File: src/rtl/sram_access_arbiter_if.sv
// Requester-side bundle of the SRAM arbiter: per-requester req/gnt
// handshake, access attributes, and the shared read-return bus.
interface sram_access_arbiter_if #(
    parameter int N_REQ = 4,
    parameter int AW    = 20,
    parameter int DW    = 16
);
    logic [N_REQ-1:0]    req;
    logic [N_REQ-1:0]    we;
    logic [N_REQ*AW-1:0] addr;
    logic [N_REQ*DW-1:0] wdata;
    logic [N_REQ-1:0]    gnt;
    logic [N_REQ-1:0]    rvalid;
    logic [DW-1:0]       rdata;
    logic                busy;

    modport master (
        output req, we, addr, wdata,
        input  gnt, rvalid, rdata, busy
    );

    modport slave (
        input  req, we, addr, wdata,
        output gnt, rvalid, rdata, busy
    );
endinterface

File: src/rtl/sram_access_arbiter.sv
// Shares one external SRAM between the audio engines: one access in
// flight, optional fixed priority for requester 0, round-robin otherwise.
module sram_access_arbiter #(
    parameter int N_REQ   = 4,
    parameter int ACC_CYC = 2,
    parameter int PRIO0   = 1,
    parameter int AW      = 20,
    parameter int DW      = 16
) (
    input  logic                   i_clk,
    input  logic                   i_rst,
    sram_access_arbiter_if.slave   bus,
    output logic [AW-1:0]          o_sram_addr,
    output logic [DW-1:0]          o_sram_wdata,
    output logic                   o_sram_dq_oe,
    output logic                   o_sram_we_n,
    output logic                   o_sram_oe_n,
    input  logic [DW-1:0]          i_sram_rdata
);
    localparam int PW = $clog2(N_REQ);
    localparam int CW = $clog2(ACC_CYC);

    typedef enum logic {IDLE, ACCESS} state_t;

    state_t         state, state_d;
    logic [CW-1:0]  cnt, cnt_d;
    logic [PW-1:0]  ptr, win, arb_idx;
    logic           arb_hit, prio_hit, last;
    logic           cur_we;
    logic [AW-1:0]  cur_addr;
    logic [DW-1:0]  cur_wdata, rdata_q;
    logic [N_REQ-1:0] rvalid_q;
    int             k;

    assign last = (cnt == CW'(ACC_CYC - 1));

    // Requester 0 may pre-empt the rotation; otherwise search from ptr
    always_comb begin
        arb_hit  = 1'b0;
        prio_hit = 1'b0;
        arb_idx  = '0;
        k        = 0;
        if (PRIO0 != 0 && bus.req[0]) begin
            arb_hit  = 1'b1;
            prio_hit = 1'b1;
        end else begin
            for (int i = 0; i < N_REQ; i++) begin
                k = int'(ptr) + i;
                if (k >= N_REQ) k = k - N_REQ;
                if (!arb_hit && bus.req[k]) begin
                    arb_hit = 1'b1;
                    arb_idx = PW'(k);
                end
            end
        end
    end

    always_ff @(posedge i_clk or posedge i_rst) begin
        if (i_rst) begin
            state     <= IDLE;
            cnt       <= '0;
            ptr       <= '0;
            win       <= '0;
            cur_we    <= 1'b0;
            cur_addr  <= '0;
            cur_wdata <= '0;
            rdata_q   <= '0;
            rvalid_q  <= '0;
        end else begin
            state    <= state_d;
            cnt      <= cnt_d;
            rvalid_q <= '0;
            if (state == IDLE && arb_hit) begin
                win       <= arb_idx;
                cur_we    <= bus.we[arb_idx];
                cur_addr  <= bus.addr[int'(arb_idx)*AW +: AW];
                cur_wdata <= bus.wdata[int'(arb_idx)*DW +: DW];
                if (!prio_hit)
                    ptr <= (arb_idx == PW'(N_REQ - 1)) ? '0
                                                       : arb_idx + PW'(1);
            end
            if (state == ACCESS && last && !cur_we) begin
                rdata_q       <= i_sram_rdata;
                rvalid_q[win] <= 1'b1;
            end
        end
    end

    always_comb begin
        state_d = state;
        cnt_d   = cnt;
        unique case (state)
            IDLE: begin
                if (arb_hit) begin
                    state_d = ACCESS;
                    cnt_d   = '0;
                end
            end
            ACCESS: begin
                if (last) state_d = IDLE;
                else      cnt_d   = cnt + CW'(1);
            end
        endcase
    end

    // Write strobe drops in the final cycle so data holds past we_n rise
    always_comb begin
        bus.gnt = '0;
        if (state == ACCESS && cnt == '0)
            bus.gnt[win] = 1'b1;
        o_sram_dq_oe = (state == ACCESS) && cur_we;
        o_sram_we_n  = !((state == ACCESS) && cur_we && !last);
        o_sram_oe_n  = !((state == ACCESS) && !cur_we);
    end

    assign bus.busy     = (state == ACCESS);
    assign bus.rvalid   = rvalid_q;
    assign bus.rdata    = rdata_q;
    assign o_sram_addr  = cur_addr;
    assign o_sram_wdata = cur_wdata;
endmodule
File: src/flat_wrapper.sv
// flat-port wrapper written by rule: the top's interface ports become plain ports
module sram_access_arbiter_flat 
#(
    parameter int N_REQ   = 4,
    parameter int ACC_CYC = 2,
    parameter int PRIO0   = 1,
    parameter int AW      = 20,
    parameter int DW      = 16
)
  (i_clk, i_rst, o_sram_addr, o_sram_wdata, o_sram_dq_oe, o_sram_we_n, o_sram_oe_n, i_sram_rdata, bus_req, bus_we, bus_addr, bus_wdata, bus_gnt, bus_rvalid, bus_rdata, bus_busy);
  sram_access_arbiter_if #(.N_REQ(N_REQ), .AW(AW), .DW(DW)) bus_i ();
  input  logic i_clk;
  input  logic i_rst;
  output logic [AW-1:0] o_sram_addr;
  output logic [DW-1:0] o_sram_wdata;
  output logic o_sram_dq_oe;
  output logic o_sram_we_n;
  output logic o_sram_oe_n;
  input  logic [DW-1:0] i_sram_rdata;
  input wire logic [$bits(bus_i.req)-1:0] bus_req;
  input wire logic [$bits(bus_i.we)-1:0] bus_we;
  input wire logic [$bits(bus_i.addr)-1:0] bus_addr;
  input wire logic [$bits(bus_i.wdata)-1:0] bus_wdata;
  output wire logic [$bits(bus_i.gnt)-1:0] bus_gnt;
  output wire logic [$bits(bus_i.rvalid)-1:0] bus_rvalid;
  output wire logic [$bits(bus_i.rdata)-1:0] bus_rdata;
  output wire logic [$bits(bus_i.busy)-1:0] bus_busy;
  assign bus_i.req = bus_req;
  assign bus_i.we = bus_we;
  assign bus_i.addr = bus_addr;
  assign bus_i.wdata = bus_wdata;
  assign bus_gnt = bus_i.gnt;
  assign bus_rvalid = bus_i.rvalid;
  assign bus_rdata = bus_i.rdata;
  assign bus_busy = bus_i.busy;
  sram_access_arbiter #(.N_REQ(N_REQ), .ACC_CYC(ACC_CYC), .PRIO0(PRIO0), .AW(AW), .DW(DW)) u_core (.i_clk(i_clk), .i_rst(i_rst), .bus(bus_i), .o_sram_addr(o_sram_addr), .o_sram_wdata(o_sram_wdata), .o_sram_dq_oe(o_sram_dq_oe), .o_sram_we_n(o_sram_we_n), .o_sram_oe_n(o_sram_oe_n), .i_sram_rdata(i_sram_rdata));
endmodule
File: config.mk
export PLATFORM = sky130hd
export DESIGN_NAME = sram_access_arbiter_flat
export DESIGN_NICKNAME = d
export VERILOG_FILES = /design/src/rtl/sram_access_arbiter_if.sv /design/src/rtl/sram_access_arbiter.sv /design/src/flat_wrapper.sv
export SDC_FILE = /design/constraint.sdc
export NUM_CORES = 1
export LEC_CHECK = 0
export CELL_PAD_IN_SITES_DETAIL_PLACEMENT = 1
export CELL_PAD_IN_SITES_GLOBAL_PLACEMENT = 1
export CORE_UTILIZATION = 28
export DETAILED_ROUTE_END_ITERATION = 6
export HOLD_SLACK_MARGIN = 0.08
export PLACE_DENSITY_LB_ADDON = 0.1
export SKIP_LAST_GASP = 1
export SLEW_MARGIN = 20
export SYNTH_ARGS = -nofsm -noshare
export SYNTH_HDL_FRONTEND = slang
export SYNTH_SLANG_ARGS = --single-unit
File: constraint.sdc
create_clock -name i_clk -period 4.4 [get_ports i_clk]
set_input_delay 0.44 -clock i_clk [delete_from_list [all_inputs] [get_ports i_clk]]
set_output_delay 0.44 -clock i_clk [all_outputs]
set_load 0.005 [all_outputs]
* Yosys cells after proc, flatten, opt, wreduce, memory -nomap -nowiden *
Cells that the tools add are included.
W data, S select, Z words.

storage, ports and cells
  bits in registers = 63
  bits in latches = 0
  bits in writable memories = 0
  memory bits (read-only) = 0
  output and inout port bits = 64
  word-level logic and storage cells = 103
  memories = 0

cells by class
  add/sub/neg operators = 9
  multipliers = 1
  divide/modulo/power cells = 0
  magnitude comparators = 11
  equality and inequality tests = 2
  shift-type cells = 2
  multiplexer cells = 47
  bitwise logic cells = 3
  reductions and logical operators = 19

operators with widths
  operator                 number
  $mux W32                 8
  $lt A32 B4 Y1 const B    4
  $ge A32 B4 Y1 const B    3
  $sub A32 B4 Y32 const B  3
  $shiftx A80 B32 Y20      1
  $shiftx A64 B7 Y16       1
  $mux W1                  23
  $mux W2                  6
  $logic_and A1 B1 Y1      11
  $bmux W1 S2              5
  $mux W4                  2
  $logic_not A1 Y1         7
  $add A2 B2 Y3 const B    2
  $lt A2 B3 Y1 const B     2
  $mul A2 B3 Y5 const B    1
  $pmux W1 S2              2
  $sub A2 B3 Y4 const B    1
  $add A2 B1 Y3 const B    1
  $ge A2 B3 Y1 const B     1
  $not A1 Y1               3
  $add A2 B1 Y2 const B    1
  $demux W1 S2             1
  $eq A2 B2 Y1 const B     1
  $ge A2 B1 Y1 const B     1
  3 further kinds          3

* Logic depth before layout (Yosys ltp) *
  word-level depth = 22
  gate-level depth with buffers = 7

* Worst setup path after synthesis *
No wires, ideal clock.

  path type = input-to-reg
  start point = input bus_req[3]
  end point = register u_core.cur_we
  arrival time = 1.453 ns
  required time = 4.253 ns
  slack = 2.800 ns
  cell stages on the path = 7
  path through = nor2b_1 > o21ai_2 > buf_6 > clkbuf_2 > and3_1 > a2111oi_0 > a311oi_1

on the way
  word-level cells in the longest chain between the ends = 19

ends and longest elaborated chain
  element                                      RTL line                   source
  start: declaration                           flat_wrapper.sv:20         input wire logic [$bits(bus_i.req)-1:0] bus_req;
  $bmux W1 S2                                  sram_access_arbiter.sv:50  if (!arb_hit && bus.req[k]) begin
  $mux W1 (implied by the code) (2 in series)  sram_access_arbiter.sv:50
  $mux W1                                      sram_access_arbiter.sv:50
  $mux W1                                      sram_access_arbiter.sv:43  if (PRIO0 != 0 && bus.req[0]) begin
  $logic_not A1 Y1                             sram_access_arbiter.sv:50
  $logic_and A1 B1 Y1                          sram_access_arbiter.sv:50
  $mux W1                                      sram_access_arbiter.sv:50
  $mux W1                                      sram_access_arbiter.sv:43
  (+2 left out)                                n/a
  $mux W1                                      sram_access_arbiter.sv:50
  $mux W1                                      sram_access_arbiter.sv:43
  $logic_not A1 Y1                             sram_access_arbiter.sv:50
  $logic_and A1 B1 Y1                          sram_access_arbiter.sv:50
  $mux W2                                      sram_access_arbiter.sv:50
  $mux W2                                      sram_access_arbiter.sv:43
  $bmux W1 S2                                  sram_access_arbiter.sv:75  cur_we <= bus.we[arb_idx];
  $mux W1 (implied by the code)                sram_access_arbiter.sv:75
  end signal: assignment                       sram_access_arbiter.sv:75
  end: declaration                             sram_access_arbiter.sv:29  logic cur_we;

Parallel ways exist; a longest one is shown, timed or not. The select of a mux whose other input is x is not followed.
A chain may end at the register's enable or synchronous reset.

* Worst setup path after layout *
  start point = input bus_req[3]
  end point = register u_core.cur_wdata[7], in the netlist u_core.o_sram_wdata[7]

on the way
  word-level cells in the longest chain between the ends = 18

ends and longest elaborated chain
  element                                                           RTL line                                              source
  $bmux W1 S2                                                       sram_access_arbiter.sv:50
  $mux W1 (implied by the code) (2 in series)                       sram_access_arbiter.sv:50
  $mux W1                                                           sram_access_arbiter.sv:50
  $mux W1                                                           sram_access_arbiter.sv:43
  $logic_not A1 Y1                                                  sram_access_arbiter.sv:50
  $logic_and A1 B1 Y1                                               sram_access_arbiter.sv:50
  $mux W1                                                           sram_access_arbiter.sv:50
  $mux W1                                                           sram_access_arbiter.sv:43
  $logic_not A1 Y1                                                  sram_access_arbiter.sv:50
  $logic_and A1 B1 Y1                                               sram_access_arbiter.sv:50
  $mux W1                                                           sram_access_arbiter.sv:50
  $mux W1                                                           sram_access_arbiter.sv:43
  $logic_not A1 Y1                                                  sram_access_arbiter.sv:50
  $logic_and A1 B1 Y1                                               sram_access_arbiter.sv:50
  $mux W2 / $mux W1 (equally long branches)                         sram_access_arbiter.sv:50
  $mux W2 / $mux W1 (equally long branches)                         sram_access_arbiter.sv:43
  $shiftx A64 B7 Y16 / $logic_and A1 B1 Y1 (equally long branches)  sram_access_arbiter.sv:77, sram_access_arbiter.sv:73
  end signal: assignment                                            sram_access_arbiter.sv:77                             cur_wdata <= bus.wdata[int'(arb_idx)*DW +: DW];
  end: declaration                                                  sram_access_arbiter.sv:31                             logic [DW-1:0] cur_wdata, rdata_q;

Parallel ways exist; a longest one is shown, timed or not. The select of a mux whose other input is x is not followed.

==> summary.md <==
| Metric | Value |
|---|---|
| Outcome | finished clean |
| Root buffer cell | clkbuf_16 |
| DRT iter0 DRCs | 171 |
| Design Power | 3.46 mW |
| Most frequent cell after synthesis | nand2_1 |
| Leading area contributor after synthesis | dfrtp_1 |
| Gate Count Post-Synth | 381 |
| Pin count of the biggest net entering global routing | 76 |
| Synth Register Bits | 63 |
| Worst R2R Setup Slack | 1.73 ns |
| Final Hold Vio Count | 0 |
| CP Cell Sequence | clkdlybuf4s50_1, nor2b_1, o21ai_2, nand2_4, a2111oi_0, a311oi_1 |
| Logic pwr share | 0.494 |
| Clock H-tree levels | 3 |
| Port buffer count | 233 |
| RePlAce Congestion | 0.771 |
| Slowest stage delay, CP | 0.69 ns |
| WS Path Type | in2reg |
| Net switching power | 1.19 mW |
| Synth unique cells | 29 |
| Asr flop ratio synth | 1.00 |
| Fin. max-slew vios | 0 |
| Core Area | 12700 µm² |
| Overall die width | 116 µm |
| Site Rows | 41 |
| Post-CTS Resized | 0 |
| Die area | 13500 µm² |
| EDFF count, synth | 0 |
| Total GRT Usage | 0.220 |
| Antenna diodes | 0 |
| Hold buffers post-CTS | 0 |
| Area growth from synthesis to layout | 74.0% |
| Placed cell count | 754 |
| Vias in the first global route | 4353 |
| Largest delay share family, worst path | compound AO/OA/AOI/OAI gates |
| Pwr/cell area | 545 nW/µm² |
| Top cells by count, synth | nand2_1 (78), dfrtp_1 (63), nor2_1 (48) |
| CTS Buf Count | 9 |
| Sequential share of the synthesized area | 0.431 |
| # IOs | 234 |
| Crit share post-route | 0.658 |
| First-pass GRT wire length | 22400 µm |
| TritonCTS clock tree | built |
| Switch share | 0.344 |
| Element type at the critical path end | flip-flop |
| CP Depth | 6 |
| Clk Latency, worst-skew pair | 0.33 ns |
| CP Buf/Inv Count | 1 |
| CTS Sinks | 63 |
| YS warnings | 0 |
| Post-synth top area share | 0.431 |
| Setup bufs post-CTS | 0 |
| Routed Antenna Nets | 0 |
| GR Overflow Total | 0 |
| # DRC | 0 |
| Initial antenna violation count | 2 |
| Largest family of logic cells by synthesized area | compound AO/OA/AOI/OAI gates |
| XOR/XNOR Fraction of Synth Area | 0 |
| Final min period | 2.90 ns |
| WP data arrival | 3.08 ns |
| Clk buf depth | 2 |
| DR vias | 3973 |
| Mean Syn Cell Area | 9.60 µm² |
| Worst Tran Pin Value | 1.07 ns |
| Terminus of the critical flop-to-flop path | u_core.o_sram_wdata[7] |
| Fin cells | 770 |
| Crit-path max FO | 75 |
| Routed len/inst | 19.0 µm |
| Compound-Gate Fraction of Synth Area | 0.229 |
| Adder-Cell Fraction of Synth Area | 0 |
| Cells on worst reg2reg path | 5 |
| WP data required | 4.58 ns |
| Slew headroom | 0.287 |
| Synth Area in Simple Gates | 0.226 |
| Max-cap viol count | 0 |
| Reg power frac | 0.300 |
| Post-synthesis mux area share | 0.0493 |
| Initial core utilization | 0.289 |
| CTS clk-pin slew, worst paths | 0.06 ns |
| Hpwl dp | 10200 µm |
| Via-to-Cell Ratio | 5.16 |
| DRT Pass-1 Iters | 4 |
| Synthesized area | 3660 µm² |
| Util after Layout | 0.502 |
| Pint | 2.27 mW |
| LEAKAGE | 2.51 nW |
| Layout cells sized above 1 | 0.115 |
| CP max-delay cell | a2111oi_0 |
| Final Setup Violations | 0 |
| Achievable clock frequency | 345 MHz |
| Die Height | 116 µm |
| Part of the power in the clock network | 0.206 |
| Fin Setup TNS | 0 ns |
| Syn Nets | 551 |
| Final net count | 763 |
| RSZ-0062 raised after global routing | false |
| Filler cell count | 1427 |
| Worst vdd rail ir drop | 0.233 mV |
| Worst min-delay path class | in2async |
| Critical path launch point type | input pin |
| Worst r2r src | u_core.ptr[0] |
| Routed wire length | 14600 µm |
| Top FF cell, synth | dfrtp_1 |
| Area contributors post-synth | dfrtp_1 (43%), a311oi_1 (8.9%), nand2_1 (8.0%), a2111oi_2 (7.4%), and3_1 (6.3%) |
| Layout Skew | 0.00687 ns |
-- power by group through the flow --
| stage | sequential [mW] | combinational, mW | clock (mW) |
|---|---|---|---|
| global placement | 1.03 | 1.69 | 0 |
| CTS | 1.04 | 1.73 | 0.733 |
| detailed placement | 1.05 | 1.72 | 0 |
| finish | 1.04 | 1.71 | 0.713 |
| global route | 1.08 | 1.87 | 0.765 |
| floorplan | 1.04 | 0.817 | 0 |
-- logic make-up after synthesis --
logic type             after synthesis
buffers and inverters               41
AOI/OAI and AO/OA                   81
and+or+nand+nor                    180
muxes                               16
DFF                                 63
-- worst max path at each step --
stage          startpoint                       to  slack [ns]
2_1_floorplan       i_rst          u_core.bus.busy        2.39
3_3_place_gp   bus_req[3]   u_core.o_sram_wdata[7]        1.29
3_5_place_dp   bus_req[3]            u_core.cur_we        1.18
4_1_cts        bus_req[3]  u_core.o_sram_wdata[10]        1.51
5_1_grt        bus_req[3]  u_core.o_sram_wdata[10]        1.21
6_report       bus_req[3]   u_core.o_sram_wdata[7]        1.50
-- area by class of cell --
cell class | instances | area [µm²] | share of cell area
multi-input combinational | 277 | 1880 | 0.295
timing repair buffer | 240 | 2380 | 0.375
tap | 172 | 215 | 0.0338
sequential | 63 | 1580 | 0.248
inverter | 2 | 7.51 | 0.00118
clock buffer | 10 | 239 | 0.0376
clock inverter | 6 | 60.1 | 0.00944
-- metal layers --
metal / share of wire / wire (µm) / track usage
met1: 0.41 / 6030 / 0.251
met2: 0.49 / 7080 / 0.380
met5: 0.0016 / 24 / 0
met3: 0.081 / 1180 / 0.0659
met4: 0.019 / 282 / 0.0932
-- metrics by stage --
step / hold WS [ns] / area, µm² / worst slack (ns)
detailed placement: 0.493 / 6060 / 1.18
global placement: 0.485 / 6060 / 1.29
CTS: 0.504 / 6360 / 1.51
floorplan: 0.477 / 3660 / 2.39
finish: 0.490 / 6360 / 1.50
global route: 0.525 / 6360 / 1.21
-- sequential cells by signal (all words and copies together) (netlist names), 2 cells and up --
name                 count
u_core.bus.rvalid        4
u_core.bus.rdata        16
u_core.o_sram_addr      20
u_core.o_sram_wdata     16
u_core.ptr               2
u_core.win               2
-- cell usage in the layout (no fill, tap or decap), types with 2 or more instances in the layout --
cell / instances
and3_1: 37
clkdlybuf4s50_1: 233
and2_1: 2
dfrtp_1: 63
a2111oi_0: 18
clkinv_2: 3
nand2_1: 77
clkbuf_16: 9
mux2_2: 16
a311oi_1: 37
nor3_1: 2
clkinvlp_4: 2
nand2b_1: 5
nor2_1: 47
a21o_1: 3
a2111oi_2: 18
nand3b_1: 2
buf_4: 7
-- worst reg2reg max path: cells and delay by family (launching register included) --
kind	cells	cell delay (ns)
AOI/OAI and AO/OA	3	1.31
and+or+nand+nor	2	0.81
DFF	1	0.39
No activity file was read; power rests on OpenSTA's default activity.
==> RTL edit 1: new RTL, config.mk and constraints unchanged <==
Make the reset (`i_rst`) synchronous in one clocked block.
--- a/src/rtl/sram_access_arbiter.sv
+++ b/src/rtl/sram_access_arbiter.sv
@@ -56,5 +56,5 @@
     end
 
-    always_ff @(posedge i_clk or posedge i_rst) begin
+    always_ff @(posedge i_clk) begin
         if (i_rst) begin
             state     <= IDLE;
Formal check against the unedited RTL: differs if i_rst is asserted again (counterexample within 4 cycles, from zero or initial values and one cycle with i_rst high); with i_rst held inactive, the same outputs for 4 cycles.
==> RTL edit 1 against the original RTL <==
  * Routed wire length shrank 5.3%
  * Critical path depth is the same
  * Area after synthesis shrank 1.4%
  * Sequential cell count is the same
  * Cell area shrank 2.3%
  * Non-clock buffer count shrank 2
  * Register-to-register slack gained 540 ps
  * Count of clock-buffer cells in the layout grew 2
  * Worst setup slack gained 530 ps
  * Maximum frequency grew 22%
  * Highest routed layer is now met4
Power is not compared: it rests on default switching activity, and its combinational part moved more than twofold at a synthesized area within 25%.
==> RTL edit 1: results (changes against the original RTL) <==
| Metric | Value |
|---|---|
| Metal2 WL | 6.969 mm (-1.6%) |
| Synth Net Count | 530 (-3.8%) |
| Synth cell types | 46 (+59%) |
| Number of CTS-inserted buffers | 9 (unchanged) |
| Post-synth top cells | 63 x dfxtp_1, 61 x mux2i_1, 36 x nand2_1 |
| Met3 WL | 1.218 mm (+3.3%) |
| DRT met1 WL | 5.481 mm (-9.2%) |
| HPWL Detailed | 10.53 mm (+2.8%) |
| Cell at the slowest stage of the critical path | clkdlybuf4s50_1 |
| First-pass GRT wire length | 20.78 mm (-7.3%) |
| WL final | 13.84 mm (-5.3%) |
| Drt pass-1 iters | 4 (unchanged) |
| Antenna violations before repair | 0 (-2) |
| Worst hold-check path type | reg2reg |
| Worst Skew | 8.461 ps (+1.588 ps) |
| First-iteration detailed-routing DRC count | 105 (-39%) |
| GRT Util Overall | 20.57% (-1.4 points) |
| Vias per cell | 4.897 (-5.1%) |
| RePlAce Congestion | 0.7725 (+0.22%) |
| Top Layer Used | met4 |
| R2r worst-path depth | 5 (unchanged) |
| NumNets Final | 749 (-1.8%) |
| CP peak stage delay | 640 ps (-50 ps) |
| Worst endpoint data arrival time | 2580 ps (-500 ps) |
| Crit Path Max Fanout | 13 (-83%) |
| Mux cell area share after synthesis | 16.94% (+12 points) |
| Top_reg_cell synth | dfxtp_1 |
| Ys async rst share | 0% (-100 points) |
| Layout cells sized above 1 | 12.16% (+0.62 points) |
| Seq/Total Area, Yosys | 35.00% (-8.1 points) |
| Pin count of the biggest net entering global routing | 47 (-38%) |
| Vias in the first global route | 3,932 (-9.7%) |
| Status | complete, no violations |
| R2R Setup Slk | 2270 ps (+540 ps) |
## RTL edit 1: cell count changes after synthesis, moves of 28 or more
cell      change
dfrtp_1      -63
dfxtp_1      +63
and3_1       -37
nand3_1      +28
mux2i_1      +61
nor2_1       -36
a311oi_1     -37
nand2_1      -42
## RTL edit 1: per-layer routing
| metal | track usage (%) | vias up |
|---|---|---|
| met5 | 0 | - |
| met3 | 7.008 | 10 |
| met4 | 7.186 | 0 |
| li1 | - | 1796 |
| met2 | 35.57 | 142 |
| met1 | 23.59 | 1754 |
## RTL edit 1: stage by stage
stage               setup WS (ps)  instance area (µm²)  power [W]  cells  hold WS (ps)
CTS                          2000                 6217   0.001867    756         460.8
global route                 1858                 6217   0.001930    756         484.4
finish                       2031                 6217   0.001843    756         457.0
floorplan                    2833                 3603  0.0008706    360         452.7
detailed placement           1634                 5926   0.001151    740         454.2
global placement             1743                 5926   0.001139    740         441.9
## RTL edit 1: cell type report
cell class	count	area, µm²
inverters	5	18.77
multi-input cells	262	2061
clock buffers	12	246.5
repair buffers	238	2370
well taps	172	215.2
fillers	1411	6351
clock inverters	4	45.04
flip-flops and latches	63	1261
## RTL edit 1: final timing paths
path | startpoint | end
hold / removal | u_core.bus.rdata[10] | u_core.bus.rdata[10]
hold reg to reg | u_core.bus.rdata[10] | u_core.bus.rdata[10]
setup reg to reg | u_core.ptr[1] | u_core.o_sram_addr[13]
setup / recovery | bus_req[3] | u_core.o_sram_addr[13]
## RTL edit 1: tightest hold or removal path: cells and delay by family (launching register included)
family | cells | cell delay (ps)
AOI/OAI and AO/OA | 1 | 60
DFF | 1 | 300
and+or+nand+nor | 1 | 50
## RTL edit 1: cell families after synthesis
logic type             count (synthesis)
buffers and inverters                 35
AOI/OAI and AO/OA                     86
DFF                                   63
and+or+nand+nor                      115
muxes                                 61
==> RTL edit 2: new RTL, config.mk and constraints unchanged <==
Without the edit above. `N_REQ` is set to 4 in 3 places; all go to 8.
--- a/src/rtl/sram_access_arbiter_if.sv
+++ b/src/rtl/sram_access_arbiter_if.sv
@@ -2,5 +2,5 @@
 // handshake, access attributes, and the shared read-return bus.
 interface sram_access_arbiter_if #(
-    parameter int N_REQ = 4,
+    parameter int N_REQ = 8,
     parameter int AW    = 20,
     parameter int DW    = 16
--- a/src/rtl/sram_access_arbiter.sv
+++ b/src/rtl/sram_access_arbiter.sv
@@ -2,5 +2,5 @@
 // flight, optional fixed priority for requester 0, round-robin otherwise.
 module sram_access_arbiter #(
-    parameter int N_REQ   = 4,
+    parameter int N_REQ   = 8,
     parameter int ACC_CYC = 2,
     parameter int PRIO0   = 1,
--- a/src/flat_wrapper.sv
+++ b/src/flat_wrapper.sv
@@ -2,5 +2,5 @@
 module sram_access_arbiter_flat 
 #(
-    parameter int N_REQ   = 4,
+    parameter int N_REQ   = 8,
     parameter int ACC_CYC = 2,
     parameter int PRIO0   = 1,
Ports: changed (6 resized); port bits go from 234 to 394. No check against the original RTL was run, so the function may have changed too.
==> RTL edit 2 against the original RTL <==
  * Area after synthesis up 99%
  * Worst setup slack worse by 1200 ps
  * Cell area up 87%
  * Sequential cell count up 6
  * Power up 140%
  * Routed wire length up 150%
  * Count of clock-buffer cells in the layout down 1
  * Combinational power rose to 3.7 times the old value
  * Critical endpoint is now u_core.o_sram_wdata[5]
  * Largest power group unchanged
==> RTL edit 2: results (changes against the original RTL) <==
| Metric | Value |
|---|---|
| Fillers | 2,979 (+110%) |
| Hold slack | 473.4 ps (-16.70 ps) |
| Psw | 0.004221 W (+250%) |
| R2r worst-path depth | 14 (+9) |
| Worst endpoint data arrival time | 4350 ps (+1270 ps) |
| FF-to-FF Start | u_core.ptr[0] |
| Top cells by area, synth | dfrtp_1 24%, o211ai_1 15%, o2111ai_1 8.9%, inv_1 6.0%, mux4_2 5.6% |
| Cell at the slowest stage of the critical path | mux4_2 |
| HPWL Detailed | 26.24 mm (+160%) |
| VDD IR max | 0.7183 mV (+210%) |
| Crit Path Max Fanout | 55 (-27%) |
| Least-Margin Pin Slew | 1026 ps (-40.45 ps) |
| GRT Util Overall | 26.87% (+4.9 points) |
| Antenna violations before repair | 9 (+7) |
| Vias per cell | 5.595 (+8.4%) |
| Deepest clock path buffer count | 2 (unchanged) |
| Hold path depth | 2 |
| CP peak stage delay | 530 ps (-160 ps) |
| Fin Setup TNS | 0 ps (unchanged) |
| R2R Setup Slk | 280 ps (-1450 ps) |
| Worst hold-check path type | reg2reg |
| Post-CTS setup buffers | 0 (unchanged) |
| Status | complete, no violations |
| Hold path startpoint | u_core.bus.rdata[3] |
| WL final | 36.28 mm (+150%) |
| Clock Latency Late Sink | 350 ps (+20 ps) |
| First-pass GRT wire length | 54.84 mm (+140%) |
| Static Leakage | 4.459 nW (+77%) |
| First-iteration detailed-routing DRC count | 657 (+280%) |
| PortBufs | 393 (+69%) |
| Layout cells sized above 1 | 9.353% (-2.2 points) |
| Largest register FFs | 20 (unchanged) |
| Yosys warns | 0 (unchanged) |
| Hold EP | u_core.bus.rdata[3] |
| Synth Net Count | 1,241 (+130%) |
| Fmax achieved | 243.0 MHz (-30%) |
| Reg-to-Reg End | u_core.o_sram_wdata[5] |
| Vias in the first global route | 9,245 (+110%) |
| Post-synth top cells | 149 x o211ai_1, 116 x inv_1, 80 x clkbuf_1 |
| Worst Skew | 14.50 ps (+7.625 ps) |
| Pin count of the biggest net entering global routing | 112 (+47%) |
| Seq/Total Area, Yosys | 23.77% (-19 points) |
| Number of H-tree levels | 3 (unchanged) |
| Pre-CTS WS | 179.3 ps (-1002 ps) |
| Synth cell types | 47 (+62%) |
| Number of CTS-inserted buffers | 9 (unchanged) |
| RePlAce Congestion | 0.8451 (+9.6%) |
| Root Driver | clkbuf_16 |
| NumNets Final | 1,572 (+110%) |
| CTS clk-pin slew, worst paths | 80 ps (+20 ps) |
| Drt pass-1 iters | 5 (+1) |
| Ys async rst share | 100.0% (unchanged) |
-- RTL edit 2: what timing repair did --
action	CTS	global route
gates resized for setup	0	3
setup endpoints to repair	0	31
hold buffers	0	0
-- RTL edit 2: metrics by stage --
step                std cells  cell area (µm²)
floorplan                 915             7263
global placement         1565            11520
detailed placement       1565            11520
CTS                      1581            11850
global route             1589            11890
finish                   1589            11890
-- RTL edit 2: power by group through the flow --
stage | clock network [W] | logic (W) | registers, W
2_1_floorplan | 0 | 0.00392 | 0.00112
3_3_place_gp | 0 | 0.00620 | 0.00116
3_5_place_dp | 0 | 0.00627 | 0.00116
4_1_cts | 0.000864 | 0.00630 | 0.00116
5_1_grt | 0.000887 | 0.00681 | 0.00120
6_report | 0.000844 | 0.00631 | 0.00116
-- RTL edit 2: layout make-up --
class | count | area [µm²] | area share, %
inverter | 119 | 447.9 | 3.768
clock inverter | 7 | 106.4 | 0.8947
antenna | 8 | 20.02 | 0.1684
clock buffer | 9 | 225.2 | 1.895
multi-input combinational | 615 | 4654 | 39.16
timing repair buffer | 432 | 4293 | 36.12
tap | 330 | 412.9 | 3.474
sequential | 69 | 1727 | 14.53
-- RTL edit 2: cells by family (layout without fill, tap and decap cells) --
kind of cell             after synthesis  count (layout)  synth area share, %
flip-flops                            69              69                23.77
adder cells (fa/ha/maj)                4               4               0.6891
other                                  0               8                    0
buffers and inverters                231             567                13.40
multiplexers                          78              78                14.64
AO/OA/AOI/OAI                        367             367                37.57
AND/OR/NAND/NOR                      164             164                9.681
XOR/XNOR                               2               2               0.2412
-- RTL edit 2: how the worst max path moves through the flow --
| stage | startpoint | to | cells past startpoint |
|---|---|---|---|
| 5_1_grt | u_core.ptr[0] | u_core.o_sram_wdata[7] | 14 |
| 2_1_floorplan | u_core.ptr[0] | u_core.ptr[0] | 17 |
| 3_5_place_dp | bus_req[0] | u_core.ptr[0] | 12 |
| 3_3_place_gp | bus_req[0] | u_core.ptr[0] | 12 |
| 6_report | u_core.ptr[0] | u_core.o_sram_wdata[5] | 14 |
| 4_1_cts | u_core.ptr[0] | u_core.ptr[0] | 14 |
-- RTL edit 2: per-layer routing --
layer,global-route usage [%],vias to the layer above,routed length (µm)
met4,10.11,2,994
met1,33.15,4342,14860
met3,6.094,50,2450
met5,0,-,12
met2,45.34,339,17960
li1,-,4157,-
-- RTL edit 2: worst reg2reg max path, delay by kind of cell, from the launching register on --
kind,cells,cell delay (ps)
multiplexers,2,930
buffers and inverters,4,870
flip-flops,1,350
adder cells (fa/ha/maj),1,460
AO/OA/AOI/OAI,6,1080
AND/OR/NAND/NOR,1,320
